## src/rtl/tape_reader_tx_pkg.sv

```systemverilog
// Shared types and constants for the paper-tape reader transmitter.
package tape_reader_tx_pkg;

  // Pass sequencer states.
  typedef enum logic [2:0] {
    ST_IDLE,
    ST_LEAD,
    ST_FETCH,
    ST_WAITD,
    ST_SEND,
    ST_TRAIL,
    ST_DONE
  } state_e;

  // Blank-tape byte (feed holes only) sent as leader and trailer.
  localparam logic [7:0] LEADER_BYTE = 8'o200;

  // Bits in one async frame: start + 8 data + stop bits.
  function automatic int frame_bits(input int stop_bits);
    return 9 + stop_bits;
  endfunction

endpackage

```

## src/rtl/tape_reader_tx_if.sv

```systemverilog
// Synchronous tape-image byte-store read port.
interface tape_reader_tx_if #(
  parameter int AW = 12
);
  logic [AW-1:0] tape_addr;
  logic          tape_rd;
  logic [7:0]    tape_data;

  // Reader side issues addresses and read strobes.
  modport master (
    output tape_addr,
    output tape_rd,
    input  tape_data
  );

  // Store side returns data one clock after the strobe.
  modport slave (
    input  tape_addr,
    input  tape_rd,
    output tape_data
  );
endinterface

```

## src/rtl/uart_frame_tx.sv

```systemverilog
// Async frame serialiser: start bit, 8 data bits LSB first, STOP_BITS stop bits.
module uart_frame_tx
  import tape_reader_tx_pkg::*;
#(
  parameter int DIVISOR   = 10417,
  parameter int STOP_BITS = 2
) (
  input  logic       clk,
  input  logic       resetn,
  input  logic       load,
  input  logic [7:0] data,
  output logic       txd,
  output logic       frame_busy,
  output logic       frame_end
);

  localparam int          NBITS      = frame_bits(STOP_BITS);
  localparam logic [15:0] TIMER_LAST = 16'(DIVISOR - 1);
  localparam logic [3:0]  BIT_LAST   = 4'(NBITS - 1);

  logic [15:0]          timer_q;
  logic [3:0]           bit_q;
  logic [7+STOP_BITS:0] shift_q;
  logic                 txd_q;
  logic                 busy_q;
  logic                 bit_done;

  // A bit period ends when the timer reaches DIVISOR-1; frame_end flags the
  // final clock of the last stop bit so the caller can react on that edge.
  assign bit_done   = busy_q && (timer_q == TIMER_LAST);
  assign frame_end  = bit_done && (bit_q == BIT_LAST);
  assign txd        = txd_q;
  assign frame_busy = busy_q;

  // Bit timer, bit counter and shift register; txd is driven from a flop.
  always_ff @(posedge clk) begin
    if (!resetn) begin
      timer_q <= '0;
      bit_q   <= '0;
      shift_q <= '1;
      txd_q   <= 1'b1;
      busy_q  <= 1'b0;
    end else if (load && !busy_q) begin
      timer_q <= '0;
      bit_q   <= '0;
      shift_q <= {{STOP_BITS{1'b1}}, data};
      txd_q   <= 1'b0;
      busy_q  <= 1'b1;
    end else if (bit_done) begin
      timer_q <= '0;
      if (frame_end) begin
        bit_q  <= '0;
        txd_q  <= 1'b1;
        busy_q <= 1'b0;
      end else begin
        bit_q   <= bit_q + 4'd1;
        txd_q   <= shift_q[0];
        shift_q <= {1'b1, shift_q[7+STOP_BITS:1]};
      end
    end else if (busy_q) begin
      timer_q <= timer_q + 16'd1;
    end
  end

endmodule

```

## src/rtl/tape_reader_tx.sv

```systemverilog
// ASR-33 paper-tape reader emulation: leader, tape image, trailer on txd.
module tape_reader_tx
  import tape_reader_tx_pkg::*;
#(
  parameter int DIVISOR    = 10417,
  parameter int STOP_BITS  = 2,
  parameter int LEADER_LEN = 16,
  parameter int AW         = 12
) (
  input  logic          clk,
  input  logic          resetn,
  input  logic          start,
  input  logic [AW-1:0] tape_len,
  input  logic          pause,
  tape_reader_tx_if.master tape,
  output logic          txd,
  output logic          busy,
  output logic          done
);

  localparam int            CW        = (LEADER_LEN > 0) ? $clog2(LEADER_LEN + 1) : 1;
  localparam logic [CW-1:0] LEAD_LAST = CW'(LEADER_LEN);

  state_e        state_q;
  logic [AW-1:0] len_q;
  logic [AW-1:0] idx_q;
  logic [AW-1:0] addr_q;
  logic [CW-1:0] cnt_q;
  logic [7:0]    byte_q;
  logic          first_q;
  logic          rd_q;
  logic          busy_q;
  logic          done_q;

  logic          frame_load;
  logic [7:0]    frame_data;
  logic          frame_busy;
  logic          frame_end;
  logic          lead_more;

  assign lead_more      = (cnt_q != LEAD_LAST);
  assign tape.tape_addr = addr_q;
  assign tape.tape_rd   = rd_q;
  assign busy           = busy_q;
  assign done           = done_q;

  // Hand a byte to the serialiser only at a frame boundary and only while
  // pause is low. The store word is valid in the first WAITD clock only, so
  // a paused WAITD replays the copy captured in byte_q.
  always_comb begin
    frame_load = 1'b0;
    frame_data = LEADER_BYTE;
    case (state_q)
      ST_LEAD, ST_TRAIL: frame_load = lead_more && !frame_busy && !pause;
      ST_WAITD: begin
        frame_load = !pause;
        frame_data = first_q ? tape.tape_data : byte_q;
      end
      default: ;
    endcase
  end

  // Pass sequencer; tape_rd/tape_addr are set on the edge entering FETCH so
  // the strobe occupies exactly the FETCH clock.
  always_ff @(posedge clk) begin
    if (!resetn) begin
      state_q <= ST_IDLE;
      len_q   <= '0;
      idx_q   <= '0;
      addr_q  <= '0;
      cnt_q   <= '0;
      byte_q  <= '0;
      first_q <= 1'b0;
      rd_q    <= 1'b0;
      busy_q  <= 1'b0;
      done_q  <= 1'b0;
    end else begin
      rd_q   <= 1'b0;
      done_q <= 1'b0;
      case (state_q)
        ST_IDLE: begin
          if (start) begin
            state_q <= ST_LEAD;
            len_q   <= tape_len;
            idx_q   <= '0;
            cnt_q   <= '0;
            busy_q  <= 1'b1;
          end
        end
        ST_LEAD: begin
          if (!lead_more) begin
            if (frame_end || !frame_busy) begin
              state_q <= ST_FETCH;
              addr_q  <= idx_q;
              rd_q    <= (idx_q != len_q);
            end
          end else if (frame_load) begin
            cnt_q <= cnt_q + CW'(1);
          end
        end
        ST_FETCH: begin
          if (idx_q == len_q) begin
            state_q <= ST_TRAIL;
            cnt_q   <= '0;
          end else begin
            state_q <= ST_WAITD;
            first_q <= 1'b1;
          end
        end
        ST_WAITD: begin
          first_q <= 1'b0;
          if (first_q) begin
            byte_q <= tape.tape_data;
          end
          if (!pause) begin
            idx_q   <= idx_q + AW'(1);
            state_q <= ST_SEND;
          end
        end
        ST_SEND: begin
          if (frame_end) begin
            state_q <= ST_FETCH;
            addr_q  <= idx_q;
            rd_q    <= (idx_q != len_q);
          end
        end
        ST_TRAIL: begin
          if (!lead_more) begin
            if (frame_end || !frame_busy) begin
              state_q <= ST_DONE;
              busy_q  <= 1'b0;
              done_q  <= 1'b1;
            end
          end else if (frame_load) begin
            cnt_q <= cnt_q + CW'(1);
          end
        end
        ST_DONE: state_q <= ST_IDLE;
        default: state_q <= ST_IDLE;
      endcase
    end
  end

  uart_frame_tx #(
    .DIVISOR   (DIVISOR),
    .STOP_BITS (STOP_BITS)
  ) u_frame (
    .clk        (clk),
    .resetn     (resetn),
    .load       (frame_load),
    .data       (frame_data),
    .txd        (txd),
    .frame_busy (frame_busy),
    .frame_end  (frame_end)
  );

endmodule

```

## src/flat_wrapper.sv

```systemverilog
// flat-port wrapper written by rule: the top's interface ports become plain ports
module tape_reader_tx_flat import tape_reader_tx_pkg::*;
#(
  parameter int DIVISOR    = 10417,
  parameter int STOP_BITS  = 2,
  parameter int LEADER_LEN = 16,
  parameter int AW         = 12
)
  (clk, resetn, start, tape_len, pause, txd, busy, done, tape_tape_addr, tape_tape_rd, tape_tape_data);
  tape_reader_tx_if #(.AW(AW)) tape_i ();
  input  logic clk;
  input  logic resetn;
  input  logic start;
  input  logic [AW-1:0] tape_len;
  input  logic pause;
  output logic txd;
  output logic busy;
  output logic done;
  output wire logic [$bits(tape_i.tape_addr)-1:0] tape_tape_addr;
  output wire logic [$bits(tape_i.tape_rd)-1:0] tape_tape_rd;
  input wire logic [$bits(tape_i.tape_data)-1:0] tape_tape_data;
  assign tape_tape_addr = tape_i.tape_addr;
  assign tape_tape_rd = tape_i.tape_rd;
  assign tape_i.tape_data = tape_tape_data;
  tape_reader_tx #(.DIVISOR(DIVISOR), .STOP_BITS(STOP_BITS), .LEADER_LEN(LEADER_LEN), .AW(AW)) u_core (.clk(clk), .resetn(resetn), .start(start), .tape_len(tape_len), .pause(pause), .tape(tape_i), .txd(txd), .busy(busy), .done(done));
endmodule
```

## config.mk

```make
export PLATFORM = sky130hd
export DESIGN_NAME = tape_reader_tx_flat
export DESIGN_NICKNAME = d
export VERILOG_FILES = /design/src/rtl/tape_reader_tx_pkg.sv /design/src/rtl/tape_reader_tx_if.sv /design/src/rtl/uart_frame_tx.sv /design/src/rtl/tape_reader_tx.sv /design/src/flat_wrapper.sv
export SDC_FILE = /design/constraint.sdc
export NUM_CORES = 1
export LEC_CHECK = 0
export ABC_AREA = 0
export BUFFER_PORTS_ARGS = -buffer_cell sky130_fd_sc_hd__buf_2
export CORE_UTILIZATION = 25
export CTS_BUF_LIST = sky130_fd_sc_hd__clkbuf_8 sky130_fd_sc_hd__clkbuf_16
export DETAILED_ROUTE_END_ITERATION = 16
export GPL_ROUTABILITY_DRIVEN = 0
export GPL_TIMING_DRIVEN = 0
export RECOVER_POWER = 50
export SYNTH_ARGS = -nofsm -noshare
export SYNTH_HDL_FRONTEND = slang
export SYNTH_SLANG_ARGS = --single-unit
```

## constraint.sdc

```tcl
create_clock -name clk -period 2.6 [get_ports clk]
set_input_delay 0.65 -clock clk [delete_from_list [all_inputs] [get_ports clk]]
set_output_delay 0.65 -clock clk [all_outputs]
set_load 0.01 [all_outputs]
```

==> metrics.yaml, run 1 <==
synth_edf_count: 0
drt-met1-wl_mm: 4.66
hold_end: "u_core.byte_q[1]"
wl_met2_mm: 4.01
tritoncts: "done"
dp_hpwl_mm: 6.60
synth_common_cells: "dfxtp_1 (86), nor2_1 (60), nand2_1 (57)"
root_buffer: "clkbuf_16"
n_antenna_cell: 0
die_y_um: 129
fin_crit_sh_pct: 96.4
seqPwrFrac_pct: 49.5
fp-row-count: 46
hold_class: "reg -> reg"
required_ns: 2.84
r2r_slack_ns: 0.09
max_slew_margin_pct: 46.6
ys_types: 55
powerDensity_mw_per_mm2: 578
drtIter0Drc: 139
numCtsBuffers: 9
async_flop_share_pct: 0
grt_first_pass_wirelength_mm: 15.3
cts_resized: 0
synthTopCellsByArea: "dfxtp_1 (43%), nor2_1 (5.6%), mux2i_1 (5.5%)"
clkTransAtPathRegs_ns: 0.06
ys_ff_latch: 86
worst_slack_ns: 0.0947
area_growth_pct: 17.0
syn-instance-count: 467
comb_power_share_pct: 6.4
p_sw_uw: 654
synth_nets: 498
antenna_found_initial: 0
hold_buffers: 0
die_area_mm2: 0.0167
yosys.area.top_type_share_pct: 42.7
vias_per_cell: 4.48
rr_worst_depth: 8
path_cells: "inv_1, ha_1, and3b_1, buf_2, a2111oi_0, a31oi_1, nor3b_1, o41ai_1"
critPathMaxFanout: 8
power_leakage_nw: 1.74
hold_viol: 0
cts.sinks: 86
worstReg2RegStart: "u_core.u_frame.bit_q[0]"
grt_remaining_overflow: 0
end_kind: "register"
vias: 3300
cp_top_family: "compound AO/OA/AOI/OAI gates"
dr.pass1.iters: 4
swShare_pct: 24.0
cp.buffers_inverters: 2
insertion_delay_ns: 0.35
htree_levels: 3
whs_path_depth: 2
worst_slew_pin_slew_ns: 0.799
grt_start_max_net_pins: 15
drive_above_1_share_pct: 9.62
path_class: "reg -> reg"
die_w_um: 129
route.detailed.drc: 0
cpPeakStageDelay_ns: 0.66
rsz0062_at_grt: "false"
finalNetCount: 547
grt_pass1_vias: 3070
p_clk_share_pct: 44.1
worstSetupStartpointType: "register"
period_minus_slack_ns: 2.51
worst_path_max_delay_cell: "a2111oi_0"
track_usage_pct: 11.9
crit_start: "u_core.u_frame.bit_q[0]"
synth_top_cell_by_area: "dfxtp_1"
drt-total-wl_mm: 9.16
ir_drop_uv: 311
synth.most_common_cell: "dfxtp_1"
highest-signal-layer: "met4"
finalSetupTns_ns: 0
worstPathArrival_ns: 2.75
instances_no_fill: 736
io_pins: 40
skew_ns: 0.00689
post_cts_buffers: 0
finalMaxSlewViolations: 0
postRouteAntennaNets: 0
dpl.cell_count: 721
core_area_mm2: 0.0158
fmax_ghz: 0.399
cap_violations: 0
yosysSeqAreaShare_pct: 42.7
internal-power_mw: 2.07
yosys_warnings: 0
start_util_pct: 25.5
status: "completed"
drt-wirelength-per-cell_um: 12.4
setup_viol: 0
avgSynthCellArea_um2: 8.64
dp_slack_ns: 0.216
holdCritStartpoint: "u_core.byte_q[1]"
r2r_end: "u_core.state_q[2]"
cts_max_path_buffers: 2
met3_length_um: 269
synth_ff_type: "dfxtp_1"
syn-cell-area_mm2: 0.00404
portBuffers: 38
[metrics by stage]
stage	hold WS, ns	area (um^2)	power [mW]	util (%)
floorplan	0.436	4040	1.50	-
global placement	0.443	4500	1.56	28.4
detailed placement	0.448	4500	1.56	28.4
CTS	0.456	4770	2.77	30.2
global route	0.475	4720	2.84	29.8
finish	0.454	4720	2.73	29.8
[registers in the layout, summed over array words and instances, names as in the netlist]
name / count
u_core.len_q: 12
u_core.u_frame.bit_q: 4
u_core.cnt_q: 5
u_core.busy: 1
u_core.tape.tape_addr: 12
u_core.u_frame.shift_q: 8
u_core.done: 1
u_core.u_frame.txd: 1
u_core.first_q: 1
u_core.u_frame.frame_busy: 1
u_core.u_frame.timer_q: 16
u_core.byte_q: 8
u_core.idx_q: 12
u_core.tape.tape_rd: 1
u_core.state_q: 3
[power by group through the flow]
stage	combinational (mW)	clock (mW)	sequential, mW
floorplan	0.123	0	1.38
global placement	0.183	0	1.38
detailed placement	0.183	0	1.38
CTS	0.184	1.24	1.35
global route	0.198	1.29	1.35
finish	0.175	1.20	1.35
[cells in the final DEF, fill, tap and decap left out, types with 4 or more instances in the layout]
cell type	n
nor3_1	7
and4_1	4
ha_1	7
dfxtp_1	86
nand4_1	12
o21ai_1	5
or3_1	5
a21oi_1	34
buf_2	24
inv_1	9
nand3_1	10
xor2_1	20
nand2b_1	5
nor2_1	60
o311a_1	7
o21ai_0	21
mux2i_1	22
clkbuf_1	39
clkbuf_16	9
nor2b_1	4
xnor2_1	17
nand2_1	57
[tightest hold or removal path, cell delays in order, from the launching register on]
cell,delay (ns)
dfxtp_1,0.31
nand2_1,0.05
a21oi_1,0.05
[cell families after synthesis]
logic type / count (synthesis) / synth area share, %
xor+xnor: 37 / 8.03
mux: 22 / 5.46
simple gates: 189 / 23.3
buf+inv: 37 / 4.31
compound gates: 89 / 14.0
fa+ha+maj: 7 / 2.17
flops: 86 / 42.7
[cell type report]
| class | instances | area (um^2) |
|---|---|---|
| Buffer | 28 | 128 |
| Clock buffer | 10 | 239 |
| Clock inverter | 5 | 36.3 |
| Fill cell | 1703 | 11100 |
| Inverter | 9 | 33.8 |
| Multi-Input combinational cell | 344 | 2120 |
| Sequential cell | 86 | 1720 |
| Tap cell | 216 | 270 |
| Timing Repair Buffer | 38 | 169 |
[per-layer routing]
metal  up-vias  track usage, %
li1       1715               -
met1      1514            16.0
met2        56            18.1
met3        15            2.35
met4         0            6.02
met5         -               0
[worst max path at each step]
stage	end	slack [ns]	cells after the start
final	u_core.state_q[2]	0.09	8
after global routing	u_core.state_q[2]	0.03	8
after CTS	u_core.u_frame.shift_q[0]	0.29	8
after detailed placement	u_core.u_frame.shift_q[0]	0.22	7
after global placement	u_core.u_frame.shift_q[0]	0.21	7
after floorplan	u_core.u_frame.shift_q[1]	0.58	6
(Power assumes the default switching activity.)
==> run 2: changes to the inputs <==
Clock period 2.6 ns to 2.25 ns, I/O delays scaled along.
==> run 2 against run 1 <==
Flip-flop and latch count is the same. Wire length grew 0.68%. Cell count shrank 0.14%. Hold slack lost 0.0045 ns. Critical path depth is the same. Clock skew is essentially flat. Utilization grew 0.61 points. Clock power grew 16%. Sequential share of layout area shrank 0.70 points. Global-route usage is essentially flat. Setup slack gained 0.031 ns. Maximum frequency grew 18%. Largest cell class unchanged. Largest power group unchanged.
==> metrics.yaml, run 2 (synthesis gave the netlist of run 1 again) <==
antenna_found_initial: 0
final_common_cell: "dfxtp_1"
dp_hpwl_mm: 6.60
hold_viol: 0
grt-busiest-layer: "met2"
fin_crit_sh_pct: 94.4
worstPathArrival_ns: 2.37
route.detailed.drc: 0
ir_drop_uv: 358
max_slew_margin_pct: 59.2
cts.sinks: 86
grt_pass1_vias: 3084
dr.pass1.iters: 4
hold_buffers: 0
grt_util_met2_pct: 18.3
finalMaxSlewViolations: 0
grt_start_max_net_pins: 15
postRouteAntennaNets: 0
finalNetCount: 546
drt-wirelength-per-cell_um: 12.5
largest_register_ffs: 16
power_leakage_nw: 1.77
fin_area_mm2: 0.00482
powerDensity_mw_per_mm2: 656
end_kind: "register"
io_pins: 40
drive_above_1_share_pct: 12.3
place_area_mm2: 0.00450
fp-row-count: 46
htree_levels: 3
core_area_mm2: 0.0158
die_w_um: 129
period_minus_slack_ns: 2.12
cap_violations: 0
clkTransAtPathRegs_ns: 0.06
drt-total-wl_mm: 9.22
worstSetupStartpointType: "register"
skew_ns: 0.00657
grt_remaining_overflow: 0
rsz0062_at_grt: "true"
fmax_ghz: 0.471
area_growth_pct: 19.3
drtIter0Drc: 134
worst_slew_pin_slew_ns: 0.612
numCtsBuffers: 9
status: "completed"
hold_class: "in -> reg"
met1_usage_pct: 15.9
required_ns: 2.49
critPathMaxFanout: 8
vias: 3278
grt_first_pass_wirelength_mm: 15.4
die_y_um: 129
start_util_pct: 25.5
insertion_delay_ns: 0.35
final_cell_mix: "dfxtp_1 (85), nor2_1 (60), nand2_1 (57)"
groute.layer.met3.usage_pct: 2.35
cts_max_path_buffers: 2
path_class: "reg -> reg"
holdWs_ns: 0.450
fin_util_pct: 30.4
n_antenna_cell: 0
root_buffer: "clkbuf_16"
portBuffers: 38
fin_total_pwr_mw: 3.16
regMostFlops: "u_core.u_frame.timer_q"
vias_per_cell: 4.46
track_usage_pct: 11.9
tritoncts: "done"
die_area_mm2: 0.0167
setup_viol: 0
-- run 2: worst paths after layout --
path	start	endpoint	slack, ns	depth (start not counted)
setup reg to reg	u_core.u_frame.bit_q[0]	u_core.state_q[2]	0.13	8
hold / removal	tape_len[7]	u_core.len_q[7]	0.45	3
setup / recovery	u_core.u_frame.bit_q[0]	u_core.state_q[2]	0.13	8
hold reg to reg	u_core.byte_q[1]	u_core.byte_q[1]	0.45	2
-- run 2: layout make-up --
| type | count | area, um^2 |
|---|---|---|
| Multi-Input combinational cell | 344 | 2200 |
| Timing Repair Buffer | 38 | 170 |
| Sequential cell | 86 | 1720 |
| Clock inverter | 5 | 36.3 |
| Buffer | 27 | 143 |
| Tap cell | 216 | 270 |
| Inverter | 9 | 33.8 |
| Clock buffer | 10 | 239 |
| Fill cell | 1692 | 11000 |
-- run 2: what timing repair did --
item | CTS | global route
setup buffers | 0 | 0
setup endpoints to repair | 3 | 29
gates resized for setup | 2 | 15
pin swaps | 0 | 3
-- run 2: stage by stage --
stage	TNS (ns)	setup WS (ns)	cells
floorplan	0	0.277	467
global placement	-0.114	-0.0549	721
detailed placement	-0.0909	-0.0467	721
CTS	-0.00378	-0.00378	736
global route	0	0.00621	735
finish	0	0.126	735
-- run 2: critical path, stage by stage (launching register included) --
cell       delay, ns
dfxtp_2         0.36
inv_1           0.05
ha_1            0.21
and3b_1         0.18
buf_2           0.20
a2111oi_4       0.40
a31oi_1         0.13
nor3b_1         0.18
o41ai_1         0.32
-- run 2: routing by layer --
layer  wire length (um)  part of all wire (%)
met5                  0                     0
met4                218                   2.4
met3                279                   3.0
met2               4110                    45
met1               4620                    50
-- run 2: power breakdown --
group	internal, mW	switching (mW)
Combinational	0.0849	0.129
Sequential	1.55	0.0154
Clock	0.773	0.614
Total	2.40	0.758
==> run 3: changes to the inputs <==
Settings changed: CORE_ASPECT_RATIO set to 1.1.
==> run 3 against run 2 <==
Clock power hardly changed. Flip-flop and latch count did not move. Utilization about the same. First-iteration DRC count up 44%.
==> metrics.yaml, run 3 (synthesis gave the netlist of run 1 again) <==
portBuffers: 38
path_class: "reg -> reg"
route.detailed.drc: 0
power_leakage_nw: 1.79
drt-total-wl_mm: 9.31
grt_start_max_net_pins: 13
grt_pass1_vias: 3123
fin_crit_sh_pct: 95.4
fp-row-count: 48
clkTransAtPathRegs_ns: 0.06
worstPathArrival_ns: 2.42
status: "completed"
fin_area_mm2: 0.00479
root_buffer: "clkbuf_16"
finalNetCount: 547
seqPwrFrac_pct: 49.8
drive_above_1_share_pct: 11.7
instances_no_fill: 720
ir_drop_uv: 403
die_y_um: 135
max_slew_margin_pct: 60.6
internal-power_mw: 2.42
vias_per_cell: 4.65
fmax_ghz: 0.466
powerDensity_mw_per_mm2: 656
grt_remaining_overflow: 0
antenna_found_initial: 0
holdCritStartpoint: "u_core.byte_q[6]"
track_usage_pct: 11.9
fin_total_pwr_mw: 3.14
regMostFlops: "u_core.u_frame.timer_q"
worstReg2RegStart: "u_core.cnt_q[0]"
dp_hpwl_mm: 6.75
p_sw_uw: 719
p_clk_share_pct: 43.4
hold_end: "u_core.byte_q[6]"
cts_max_path_buffers: 2
rr_worst_depth: 8
die_area_mm2: 0.0167
r2r_slack_ns: 0.10
area_growth_pct: 18.6
io_pins: 40
grt_first_pass_wirelength_mm: 15.6
cap_violations: 0
r2r_end: "u_core.u_frame.shift_q[0]"
post_cts_buffers: 0
postRouteAntennaNets: 0
setup_viol: 0
drt-wirelength-per-cell_um: 12.9
n_antenna_cell: 0
final_cell_mix: "dfxtp_1 (85), nor2_1 (60), nand2_1 (57)"
critPathMaxFanout: 10
tritoncts: "done"
insertion_delay_ns: 0.34
place_area_mm2: 0.00448
die_w_um: 123
htree_levels: 3
hold_viol: 0
swShare_pct: 22.9
start_util_pct: 25.7
dr.pass1.iters: 5
worst_slew_pin_slew_ns: 0.591
dpl.cell_count: 705
comb_power_share_pct: 6.8
rsz0062_at_grt: "false"
drtIter0Drc: 193
required_ns: 2.53
numCtsBuffers: 9
period_minus_slack_ns: 2.15
largest_register_ffs: 16
worstSetupStartpointType: "register"
whs_path_depth: 2
skew_ns: 0.00691
finalMaxSlewViolations: 0
fin_util_pct: 30.4
hold_class: "reg -> reg"
end_kind: "register"
vias: 3349
core_area_mm2: 0.0157
fill_cells: 1709
final_common_cell: "dfxtp_1"
cts.sinks: 86
[run 3: timing repair]
item                       4_1_cts  5_1_grt
resized for setup                4       15
setup endpoints to repair        4       28
hold buffers                     0        0
pin swaps                        0        3
[run 3: power by group through the flow]
stage	registers, mW	clock network, mW	logic (mW)
finish	1.56	1.36	0.214
global placement	1.60	0	0.211
global route	1.56	1.45	0.240
floorplan	1.59	0	0.142
CTS	1.56	1.41	0.214
detailed placement	1.60	0	0.210
[run 3: worst max-delay path, stage by stage, from the launching register on]
cell and delay [ns]:
dfxtp_1 0.35, inv_1 0.08, ha_1 0.21, and4bb_1 0.27, o21a_2 0.29, or2_4 0.27, buf_6 0.15, o311a_1 0.37
o21ai_1 0.11
[run 3: layout make-up]
type	count	area, um^2	area share [%]
inverters	9	33.8	0.706
clock buffers	11	253	5.28
repair buffers	38	170	3.55
flip-flops and latches	86	1720	36.0
plain buffers	28	149	3.11
well taps	200	250	5.23
multi-input cells	344	2190	45.8
clock inverters	4	16.3	0.340
[run 3: worst max-delay path by stage]
stage | startpoint | to | slack [ns] | depth (start not counted)
after global routing | u_core.u_frame.timer_q[0] | u_core.u_frame.shift_q[0] | 0.008 | 8
after floorplan | u_core.u_frame.bit_q[0] | u_core.state_q[2] | 0.28 | 8
after global placement | pause | u_core.u_frame.shift_q[0] | -0.06 | 7
final | u_core.cnt_q[0] | u_core.u_frame.shift_q[0] | 0.10 | 8
after CTS | u_core.cnt_q[0] | u_core.tape.tape_addr[1] | 0.003 | 8
after detailed placement | u_core.u_frame.timer_q[0] | u_core.busy | -0.05 | 8
[run 3: per-stage QoR]
step / TNS [ns] / setup slack (ns) / hold slack [ns]
after CTS: 0 / 0.00339 / 0.444
after global routing: 0 / 0.00790 / 0.460
final: 0 / 0.103 / 0.453
after detailed placement: -0.114 / -0.0456 / 0.446
after global placement: -0.144 / -0.0560 / 0.442
after floorplan: 0 / 0.277 / 0.436
[run 3: layer usage]
metal,vias to the layer above,part of all wire [%],global-route usage [%]
met1,1550,47,15.6
li1,1725,-,-
met5,-,0,0
met3,9,3.6,2.23
met4,0,1.1,4.62
met2,65,48,19.1
